[src/rtl/uart_pkg.sv]
// Shared UART definitions: parity mode encodings, transmitter FSM states and frame limits.
package uart_pkg;

   localparam logic [2:0] PAR_NONE  = 3'b000;
   localparam logic [2:0] PAR_ODD   = 3'b001;
   localparam logic [2:0] PAR_EVEN  = 3'b010;
   localparam logic [2:0] PAR_MARK  = 3'b011;
   localparam logic [2:0] PAR_SPACE = 3'b100;

   localparam int MIN_DATA_BITS     = 5;
   localparam int ABS_MAX_DATA_BITS = 9;
   // start + widest data + parity + two stop bits
   localparam int MAX_FRAME_BITS    = 1 + ABS_MAX_DATA_BITS + 1 + 2;

   typedef enum logic [2:0] {
      ST_IDLE,
      ST_ARMED,
      ST_START,
      ST_DATA,
      ST_PARITY,
      ST_STOP
   } tx_state_t;

endpackage

[src/rtl/uart_parity_gen.sv]
// Combinational parity bit for a length-masked data word; reused by the RX checker.
module uart_parity_gen
   import uart_pkg::*;
#(
   parameter int MAX_DATA_BITS = 9,
   parameter int LEN_W         = 4
) (
   input  logic [MAX_DATA_BITS-1:0] data,
   input  logic [LEN_W-1:0]         len,
   input  logic [2:0]               mode,
   output logic                     parity_bit,
   output logic                     parity_en
);

   logic [MAX_DATA_BITS-1:0] len_mask;
   logic                     data_xor;

   genvar gi;
   generate
      for (gi = 0; gi < MAX_DATA_BITS; gi++) begin : g_mask
         assign len_mask[gi] = (len > LEN_W'(gi));
      end
   endgenerate

   assign data_xor = ^(data & len_mask);

   always_comb begin
      parity_bit = 1'b0;
      parity_en  = 1'b1;
      case (mode)
         PAR_ODD:   parity_bit = ~data_xor;
         PAR_EVEN:  parity_bit = data_xor;
         PAR_MARK:  parity_bit = 1'b1;
         PAR_SPACE: parity_bit = 1'b0;
         default:   parity_en  = 1'b0;
      endcase
   end

endmodule

[src/rtl/uart_tx_frame_serializer.sv]
// UART transmit framer: latches a word and its format, then shifts start/data/parity/stop
// out LSB-first, one bit per baud_tick, with zero-gap chaining of a word queued in the last stop bit.
module uart_tx_frame_serializer
   import uart_pkg::*;
#(
   parameter int MAX_DATA_BITS = 9,
   parameter int LEN_W         = 4
) (
   input  logic                     clk,
   input  logic                     rst,
   input  logic                     baud_tick,
   input  logic                     in_valid,
   output logic                     in_ready,
   input  logic [MAX_DATA_BITS-1:0] data_in,
   input  logic [LEN_W-1:0]         data_len,
   input  logic [2:0]               parity_mode,
   input  logic                     stop_bits,
   output logic                     tx_out,
   output logic                     busy,
   output logic                     frame_done
);

   localparam logic [LEN_W-1:0] MIN_LEN = LEN_W'(MIN_DATA_BITS);
   localparam logic [LEN_W-1:0] MAX_LEN = LEN_W'(MAX_DATA_BITS);

   tx_state_t                state_reg, state_next;
   logic [MAX_DATA_BITS-1:0] data_reg, data_next;
   logic [MAX_DATA_BITS-1:0] shift_reg, shift_next;
   logic [LEN_W-1:0]         len_reg, len_next;
   logic [LEN_W-1:0]         bit_cnt_reg, bit_cnt_next;
   logic [2:0]               mode_reg, mode_next;
   logic                     stop2_reg, stop2_next;
   logic                     stop_last_reg, stop_last_next;
   logic                     pending_reg, pending_next;
   logic                     tx_reg, tx_next;
   logic                     busy_reg, busy_next;
   logic                     done_reg, done_next;

   logic [LEN_W-1:0]         len_clamped;
   logic                     final_stop;
   logic                     accept;
   logic                     parity_bit;
   logic                     parity_en;

   assign len_clamped = (data_len < MIN_LEN) ? MIN_LEN :
                        (data_len > MAX_LEN) ? MAX_LEN : data_len;

   // A new word may be taken while idle, or during the last stop bit if nothing is queued yet.
   assign final_stop = (state_reg == ST_STOP) && stop_last_reg;
   assign in_ready   = rst && ((state_reg == ST_IDLE) || (final_stop && !pending_reg));
   assign accept     = in_valid && in_ready;

   uart_parity_gen #(
      .MAX_DATA_BITS (MAX_DATA_BITS),
      .LEN_W         (LEN_W)
   ) u_parity (
      .data       (data_reg),
      .len        (len_reg),
      .mode       (mode_reg),
      .parity_bit (parity_bit),
      .parity_en  (parity_en)
   );

   always_comb begin
      state_next     = state_reg;
      data_next      = data_reg;
      shift_next     = shift_reg;
      len_next       = len_reg;
      bit_cnt_next   = bit_cnt_reg;
      mode_next      = mode_reg;
      stop2_next     = stop2_reg;
      stop_last_next = stop_last_reg;
      pending_next   = pending_reg;
      tx_next        = tx_reg;
      busy_next      = busy_reg;
      done_next      = 1'b0;

      // Config of the running frame is no longer needed once accept is possible.
      if (accept) begin
         data_next  = data_in;
         len_next   = len_clamped;
         mode_next  = parity_mode;
         stop2_next = stop_bits;
      end

      case (state_reg)
         ST_IDLE: begin
            if (accept) begin
               state_next = ST_ARMED;
               busy_next  = 1'b1;
            end
         end
         ST_ARMED: begin
            if (baud_tick) begin
               state_next = ST_START;
               tx_next    = 1'b0;
            end
         end
         ST_START: begin
            if (baud_tick) begin
               state_next   = ST_DATA;
               tx_next      = data_reg[0];
               shift_next   = data_reg >> 1;
               bit_cnt_next = '0;
            end
         end
         ST_DATA: begin
            if (baud_tick) begin
               if (bit_cnt_reg == len_reg - LEN_W'(1)) begin
                  if (parity_en) begin
                     state_next = ST_PARITY;
                     tx_next    = parity_bit;
                  end else begin
                     state_next     = ST_STOP;
                     tx_next        = 1'b1;
                     stop_last_next = ~stop2_reg;
                  end
               end else begin
                  bit_cnt_next = bit_cnt_reg + LEN_W'(1);
                  tx_next      = shift_reg[0];
                  shift_next   = shift_reg >> 1;
               end
            end
         end
         ST_PARITY: begin
            if (baud_tick) begin
               state_next     = ST_STOP;
               tx_next        = 1'b1;
               stop_last_next = ~stop2_reg;
            end
         end
         ST_STOP: begin
            if (baud_tick) begin
               if (!stop_last_reg) begin
                  stop_last_next = 1'b1;
               end else begin
                  done_next = 1'b1;
                  if (pending_reg) begin
                     state_next   = ST_START;
                     tx_next      = 1'b0;
                     pending_next = 1'b0;
                  end else if (accept) begin
                     state_next = ST_ARMED;
                  end else begin
                     state_next = ST_IDLE;
                     busy_next  = 1'b0;
                  end
               end
            end else if (accept) begin
               pending_next = 1'b1;
            end
         end
         default: begin
            state_next = ST_IDLE;
            busy_next  = 1'b0;
            tx_next    = 1'b1;
         end
      endcase
   end

   always_ff @(posedge clk or negedge rst) begin
      if (!rst) begin
         state_reg     <= ST_IDLE;
         data_reg      <= '0;
         shift_reg     <= '0;
         len_reg       <= '0;
         bit_cnt_reg   <= '0;
         mode_reg      <= '0;
         stop2_reg     <= 1'b0;
         stop_last_reg <= 1'b0;
         pending_reg   <= 1'b0;
         tx_reg        <= 1'b1;
         busy_reg      <= 1'b0;
         done_reg      <= 1'b0;
      end else begin
         state_reg     <= state_next;
         data_reg      <= data_next;
         shift_reg     <= shift_next;
         len_reg       <= len_next;
         bit_cnt_reg   <= bit_cnt_next;
         mode_reg      <= mode_next;
         stop2_reg     <= stop2_next;
         stop_last_reg <= stop_last_next;
         pending_reg   <= pending_next;
         tx_reg        <= tx_next;
         busy_reg      <= busy_next;
         done_reg      <= done_next;
      end
   end

   assign tx_out     = tx_reg;
   assign busy       = busy_reg;
   assign frame_done = done_reg;

endmodule

[config.mk]
export PLATFORM = sky130hd
export DESIGN_NAME = uart_tx_frame_serializer
export DESIGN_NICKNAME = d
export VERILOG_FILES = /design/src/rtl/uart_pkg.sv /design/src/rtl/uart_parity_gen.sv /design/src/rtl/uart_tx_frame_serializer.sv
export SDC_FILE = /design/constraint.sdc
export NUM_CORES = 1
export LEC_CHECK = 0
export ABC_AREA = 1
export ABC_CLOCK_PERIOD_IN_PS = 3260
export CAP_MARGIN = 10
export CORE_ASPECT_RATIO = 0.8
export CORE_MARGIN = 2
export CORE_UTILIZATION = 50
export CTS_CLUSTER_DIAMETER = 60
export DETAILED_ROUTE_END_ITERATION = 8
export PLACE_DENSITY = 0.74
export SYNTH_ARGS = -nofsm -noshare
export SYNTH_HDL_FRONTEND = slang
export SYNTH_SLANG_ARGS = --single-unit
[constraint.sdc]
create_clock -name clk -period 3.26 [get_ports clk]
set_clock_uncertainty 0.2 [all_clocks]
set_input_delay 0.652 -clock clk [delete_from_list [all_inputs] [get_ports clk]]
set_output_delay 0.652 -clock clk [all_outputs]
set_load 0.02 [all_outputs]
==> results of run 1 <==
[report_power, final]
group          switching (uW)  internal (uW)  leakage, uW  total, uW
registers                 187            668     0.000459        855
clock network             154            172    0.0000455        327
logic                     748            472     0.000733       1220
[metal layers]
layer	track usage, %	wire length (um)	share of wire (%)	vias to the layer above
met1	30.0	2200	49	858
met2	28.7	1910	43	56
met3	4.34	294	6.6	6
met4	7.14	49	1.1	0
li1	-	-	-	960
met5	0	0	0	-
[cells by family after synthesis]
kind of cell | after synthesis | synth area share [%]
compound gates | 51 | 16.0
xor+xnor | 6 | 2.44
mux | 1 | 0.697
simple gates | 133 | 26.3
flops | 37 | 43.1
buf+inv | 52 | 9.71
fa+ha+maj | 3 | 1.74
[worst paths after layout]
check                           slack [ns]        endpoint  cells past startpoint    startpoint
min in group clk                      0.32          tx_out                      2        tx_out
worst max-delay path                  0.46        in_ready                      9  state_reg[0]
max in group asynchronous             2.25          tx_out                      2           rst
worst min register to register        0.32          tx_out                      2        tx_out
worst min-delay path                  0.26     data_reg[5]                      2           rst
worst max register to register        0.80  bit_cnt_reg[3]                     14    len_reg[0]
[area by class of cell]
cell class | instances | share of cell area [%]
well taps | 57 | 2.81
clock buffers | 8 | 3.55
flip-flops and latches | 37 | 36.5
repair buffers | 27 | 10.2
multi-input cells | 194 | 40.0
inverters | 47 | 6.95
[cell usage after synthesis]
cell type,number
a2111oi_0,1
a21boi_0,1
a21oi_1,10
a21oi_2,1
a41oi_1,1
buf_2,2
buf_4,1
buf_6,1
clkbuf_1,1
dfrtp_1,36
dfstp_2,1
ha_1,3
inv_1,42
inv_2,5
mux2_4,1
nand2_1,83
nand2_2,4
nand2_4,1
nand3_1,17
nand4_1,3
nor2_1,17
nor2_2,4
nor2_4,1
nor3_1,3
o211ai_1,5
o211ai_2,2
o21a_1,1
o21ai_0,17
o21ai_2,7
o21bai_1,1
o221ai_1,1
o22ai_2,1
o31ai_1,2
xnor2_1,1
xor2_1,5
[per-stage QoR]
stage	cell area, sq um	total power, uW	hold slack [ns]	util, %
2_1_floorplan	2150	1770	0.156	-
3_3_place_gp	2450	2030	0.295	59.0
3_5_place_dp	2450	2070	0.303	59.0
4_1_cts	2540	2410	0.272	61.2
5_1_grt	2540	2650	0.283	61.2
6_report	2540	2400	0.256	61.2
[worst register-to-register path, stage by stage, from the launching register on]
cell and delay, ns:
dfrtp_1 0.41, inv_1 0.10, ha_1 0.32, xor2_1 0.16, nand2_1 0.07, inv_1 0.03, o21ai_0 0.06, a21oi_1 0.06
nand2_1 0.14, nand2_2 0.11, inv_1 0.11, nand2_2 0.09, nand2_4 0.20, inv_1 0.13, o31ai_1 0.19
==> run summary, run 1 <==
The worst-case vdd ir drop was 0.403 mV; the number of standard cells after synthesis was 283. Initial antenna violation count: 0. Sum of routed wire length over all layers: 4460 um. The actual slew at the worst max-slew pin works out to 0.465 ns.

The worst setup path is of the reg -> out kind. The total area of multi-input combinational cells was 0.00102 sq mm. The signal on the critical path passes through inv_2, nor2_2, inv_2, nor2_4, a21oi_2, inv_2, nand2_2, inv_1, clkdlybuf4s50_1. In this run, post-CTS hold repair placed 0 buffers. Count of state elements after synthesis: 37.

STA classifies the critical path startpoint as a flop. Once layout is complete, the cells apart from fillers number 370. 0 antenna diodes ended up in the layout. For the number of I/O pins, the log shows 25. The final net count is 336, and the via count of the first global-routing pass is 1641.

Max-cap violations in this run came to 0. The data arrival time of the critical path came out at 1.95 ns. Cell with the most instances on the worst path: inv_2.

The initial utilization of the core area, before any placement, comes to 51.8%. The placeable core area came out at 0.00415 sq mm. In the layout the commonest cells are 83 x nand2_1, 42 x inv_1, 36 x dfrtp_1. The tightest min-delay check is of the in -> async type. The number of vias after detailed routing is 1880. In this run the tightest slew margin relative to its limit is 69.0%. After synthesis, the largest area contributor takes up 41.9% of total cell area. Setup violations remaining at the end of the flow were counted as 0. The run gives 6 as the total iterations of the first detailed-routing run. The residual antenna-violating net count after detailed routing is 0. The final critical-path required period works out to 2.80 ns. Once the clock tree was built, the resizer swapped 0 gates to a different size. The total of buffers placed on input and output ports is 24, and the achievable frequency is 0.357 GHz.

In the routed design, unresolved DRC markers number 0. Along the worst path, the maximum fanout reaches 6. The layout has 397 filler cells. The worst path buffer plus inverter count came out at 5.

Power spread over the standard cell area amounts to 946 mW/mm^2. Clock tree synthesis found a total of 37 sinks. STA classifies the critical path endpoint as an output port.

The total half-perimeter wirelength after legalization and detailed placement is 3340 um, and the die extent in x is 77.4 um. The library cell used as clock root buffer was clkbuf_8. After detailed routing, the average wire length per cell comes to 12.1 um. TritonCTS built the clock tree. Leakage power figure: 0.00124 uW. Clock-pin slew on the worst setup and hold paths: 0.07 ns.

Setup repair after global routing left no endpoint under its margin. After synthesis, the mean cell area works out to 7.60 sq um. Measured along the y axis, the die boundary spans 62.7 um. Yosys attributes the largest share of cell area to dfrtp_1 42%, nand2_1 14%, inv_1 7.3%. Including well taps, the total number of placed cells is 362.

Counting the buffers created by CTS gives 5. Post-synth net total: 307. The logs give 0 for the final-report max-slew violation count and 0.678 ns for the pre-CTS setup slack. The largest individual stage delay along the critical path comes from the cell clkdlybuf4s50_1.

For the final critical-path setup slack, the log shows 0.459 ns. The warning count from the yosys run was 0. Number of distinct standard cells referenced by the synthesized netlist: 35.

The run finished with clean final reports. The register with the most flip-flops in the layout has 9 of them. The flip-flop and latch area was 927 sq um. The final hold violation count is 0. Entering global routing, the biggest net connects 38 pins.

The floorplan has 21 rows. The initial detailed-routing violation count is 126, and the number of buffers on the longest clock path is 2. Total routing usage reported by global routing: 20.1%.

Most common cell after layout, fill and taps aside: nand2_1. The die covers 0.00485 sq mm. In this design, the stage delay of the slowest critical-path cell is 0.59 ns.

Dividing the detail-routed via count by the number of cells gives 5.08. The synthesized netlist occupies a cell area of 0.00215 sq mm. Growth of design area from synthesis to finish: 18.0%.

At the worst endpoint, the required time is 2.41 ns. Summing the sequential cell areas from Yosys gives 43.1% of the chip area. The final worst-path cycle share is 85.9%, and the insertion delay of the later-clocked pin in the worst-skew pair is 0.28 ns. At the end of routability-driven placement, the weighted congestion stood at 0.862. In this run the post-CTS setup repair buffer count came out at 0. Summed over all failing endpoints, the final setup total negative slack is 0 ns.

The final global-route overflow total was 0; the global-route wire length before repair was 7670 um. CTS H-tree depth: 2. Of all cell types, the one taking the most synthesized area is dfrtp_1. Grouping stages by cell kind, the critical path spends the most delay in buffers and inverters. The share of cells above drive strength 1 works out to 12.1%.
Power figures use the tool's default switching activity.
==> run 2: changes to the inputs <==
--- a/config.mk
+++ b/config.mk
@@ -8,12 +8,14 @@
 export ABC_AREA = 1
 export ABC_CLOCK_PERIOD_IN_PS = 3260
 export CAP_MARGIN = 10
+export CELL_PAD_IN_SITES_DETAIL_PLACEMENT = 1
+export CELL_PAD_IN_SITES_GLOBAL_PLACEMENT = 2
 export CORE_ASPECT_RATIO = 0.8
 export CORE_MARGIN = 2
-export CORE_UTILIZATION = 50
+export CORE_UTILIZATION = 35
 export CTS_CLUSTER_DIAMETER = 60
 export DETAILED_ROUTE_END_ITERATION = 8
-export PLACE_DENSITY = 0.74
+export PLACE_DENSITY = 0.87
 export SYNTH_ARGS = -nofsm -noshare
 export SYNTH_HDL_FRONTEND = slang
 export SYNTH_SLANG_ARGS = --single-unit
==> run summary, run 2 (synthesis gave the netlist of run 1 again) <==
The growth of design area from synthesis to finish works out to 19.2%. The tools report the CTS H-tree depth as 2 (unchanged). The final net count was 336 (unchanged); the actual slew at the worst max-slew pin was 0.499 ns (+0.0335 ns). The final hold violation count was 0 (unchanged); the count of clock tree sinks was 37 (unchanged). The setup path with the least slack is of type reg -> out. The number of vias per cell is 4.74 (-6.7%).

The number of buffers created by CTS is 5 (unchanged), and the initial detailed-routing violation count is 118 (-6.3%). The initial antenna violation count came out at 0 (unchanged). The detailed-route wire length per cell works out to 13.7 um (+13%). The tools report the element type at the critical path start as a flop.

The run gives 0.801 (-7.2%) as the placer's final routability congestion estimate. The worst register-to-register path begins at len_reg[0]. The total die area is 0.00680 sq mm (+40%). In this run the most used layer during global routing was met2. The final critical-path required period works out to 2.86 ns (+0.0547 ns).

The total of buffers placed on input and output ports was 24 (unchanged); the total number of placement rows was 25 (+19%). The residual antenna-violating net count after detailed routing was 0 (unchanged); the count of endpoints failing setup in the final report was 0 (unchanged). The remaining design rule violation count is 0 (unchanged).

The library cells used most frequently in the layout, excluding fill and tap cells, are 83 x nand2_1, 42 x inv_1, 36 x dfrtp_1. The critical path required time is 2.41 ns (about the same). The placeable core area was 0.00591 sq mm (+42%); the clock-pin slew on the worst setup and hold paths was 0.08 ns (about the same). The chip height came out at 74.1 um (+18%). The final-report max-slew violation count is 0 (unchanged), and the total inserted antenna cells is 0 (unchanged). The number of buffers on the longest clock path is 2 (unchanged). The die extent in x works out to 91.7 um (+19%). The run gives 66.7% (-2.2 points) as the max-slew headroom at the worst pin. The share of cells above drive strength 1 was 12.2% (+0.039 points); the sum of routed wire length over all layers was 5370 um (+20%). The starting density of the core is 36.4% (-15 points). The number of cells upsized or downsized after cts is 0 (unchanged), and the worst-case vdd ir drop is 0.338 mV (-16%).

The run gives 38 (unchanged) as the maximum number of pins on one net before global-route repair. The tools report the insertion delay of the later-clocked pin in the worst-skew pair as 0.29 ns (about the same). Leaving out fill and tap cells, the most frequent cell in the layout is nand2_1. The power density of the placed cells is 951 mW/mm^2 (+0.54%), and the global-route wire length before repair is 9100 um (+19%).

The root buffer cell chosen for the clock tree is clkbuf_8. The logs give 739 (+86%) for the filler cell count and 0.404 ns (-0.0547 ns) for the final critical-path setup slack. The logs give 0 (unchanged) for the total of max-cap violations and 0.00124 uW (about the same) for the leakage power figure. The tools report the critical path endpoint category as an output port. The critical path starts at state_reg[0]. The final worst-path cycle share was 87.6% (+1.7 points); the count of hold buffers inserted by post-cts repair was 0 (unchanged). The achievable frequency is 0.350 GHz (-1.9%). The run gives 27.1% (-1.6 points) as the met2 usage in global routing. For the number of I/O pins, the log shows 25 (unchanged). The run gives 2.00 ns (+0.05 ns) as the data arrival time of the critical path. The tools report the met3 usage in global routing as 3.34% (-0.99 points).

The met1 routing resource usage after global routing was 24.8% (-5.2 points). Total iterations of the first detailed-routing run: 3 (-3). The number of vias after detailed routing was 1864 (-0.85%); the final global-route overflow total was 0 (unchanged). The maximum net fanout on the critical path is 6 (unchanged), and the total half-perimeter wirelength after legalization and detailed placement is 4180 um (+25%). For the placed instance area, the log shows 0.00248 sq mm (+1.2%).

The post-layout instance area was 0.00256 sq mm (+1.0%). The flow ran to the end, and the final reports show no timing, DRC or antenna violations. TritonCTS built the clock tree. The flip-flop count of the largest register after layout is 9 (unchanged), and the pre-CTS setup slack is 0.662 ns (-0.0166 ns). The total routing usage reported by global routing is 17.4% (-2.6 points).

Setup repair after global routing left no endpoint under its margin. The path class of the tightest hold or removal check is in -> async. The summed negative setup slack over all endpoints was 0 ns (unchanged). The buffers inserted during post-CTS setup optimization is 0 (unchanged). The run gives 1858 (+13%) as the via count of the first global-routing pass.
run 2: changes by cell type in the layout (fill, tap and decap cells not counted):
cell | previous run | this run
clkbuf_1 | 2 | 1
run 2: power breakdown:
part | total (uW) | leakage, uW | internal, uW | switching [uW]
clock | 328 | 0.0000443 | 168 | 161
sequential | 863 | 0.000459 | 668 | 195
combinational | 1250 | 0.000733 | 471 | 778
run 2: metal layers:
layer	vias to the layer above	wire, um
met5	-	0
met4	0	57
met3	5	122
met2	19	2290
met1	877	2910
li1	963	-
run 2: path summary, 6_finish.rpt:
kind | end | slack, ns | cells after the start
max in group asynchronous | tx_out | 2.22 | 2
setup / recovery | in_ready | 0.40 | 9
min in group clk | stop2_reg | 0.32 | 2
setup reg to reg | bit_cnt_reg[3] | 0.78 | 14
hold / removal | data_reg[5] | 0.27 | 2
hold reg to reg | stop2_reg | 0.32 | 2
run 2: cell type report:
| cell class | instances | area, sq um | area share (%) |
|---|---|---|---|
| Tap cell | 81 | 101 | 3.95 |
| Timing Repair Buffer | 27 | 258 | 10.0 |
| Clock buffer | 7 | 86.3 | 3.37 |
| Inverter | 47 | 176 | 6.88 |
| Multi-Input combinational cell | 194 | 1020 | 39.6 |
| Sequential cell | 37 | 927 | 36.1 |
run 2: worst max-delay path, cell delays in order (launching register included):
cell	delay (ns)
dfrtp_1	0.49
inv_2	0.09
nor2_2	0.12
inv_2	0.07
nor2_4	0.12
a21oi_2	0.07
inv_2	0.07
nand2_2	0.05
inv_1	0.05
clkdlybuf4s50_1	0.59
run 2: per-stage QoR:
stage / util (%) / instances / total power (uW) / hold WS (ns)
2_1_floorplan: - / 283 / 1770 / 0.156
3_3_place_gp: 41.9 / 386 / 2090 / 0.295
3_5_place_dp: 41.9 / 386 / 2130 / 0.303
4_1_cts: 43.4 / 393 / 2470 / 0.294
5_1_grt: 43.4 / 393 / 2700 / 0.313
6_report: 43.4 / 393 / 2440 / 0.266
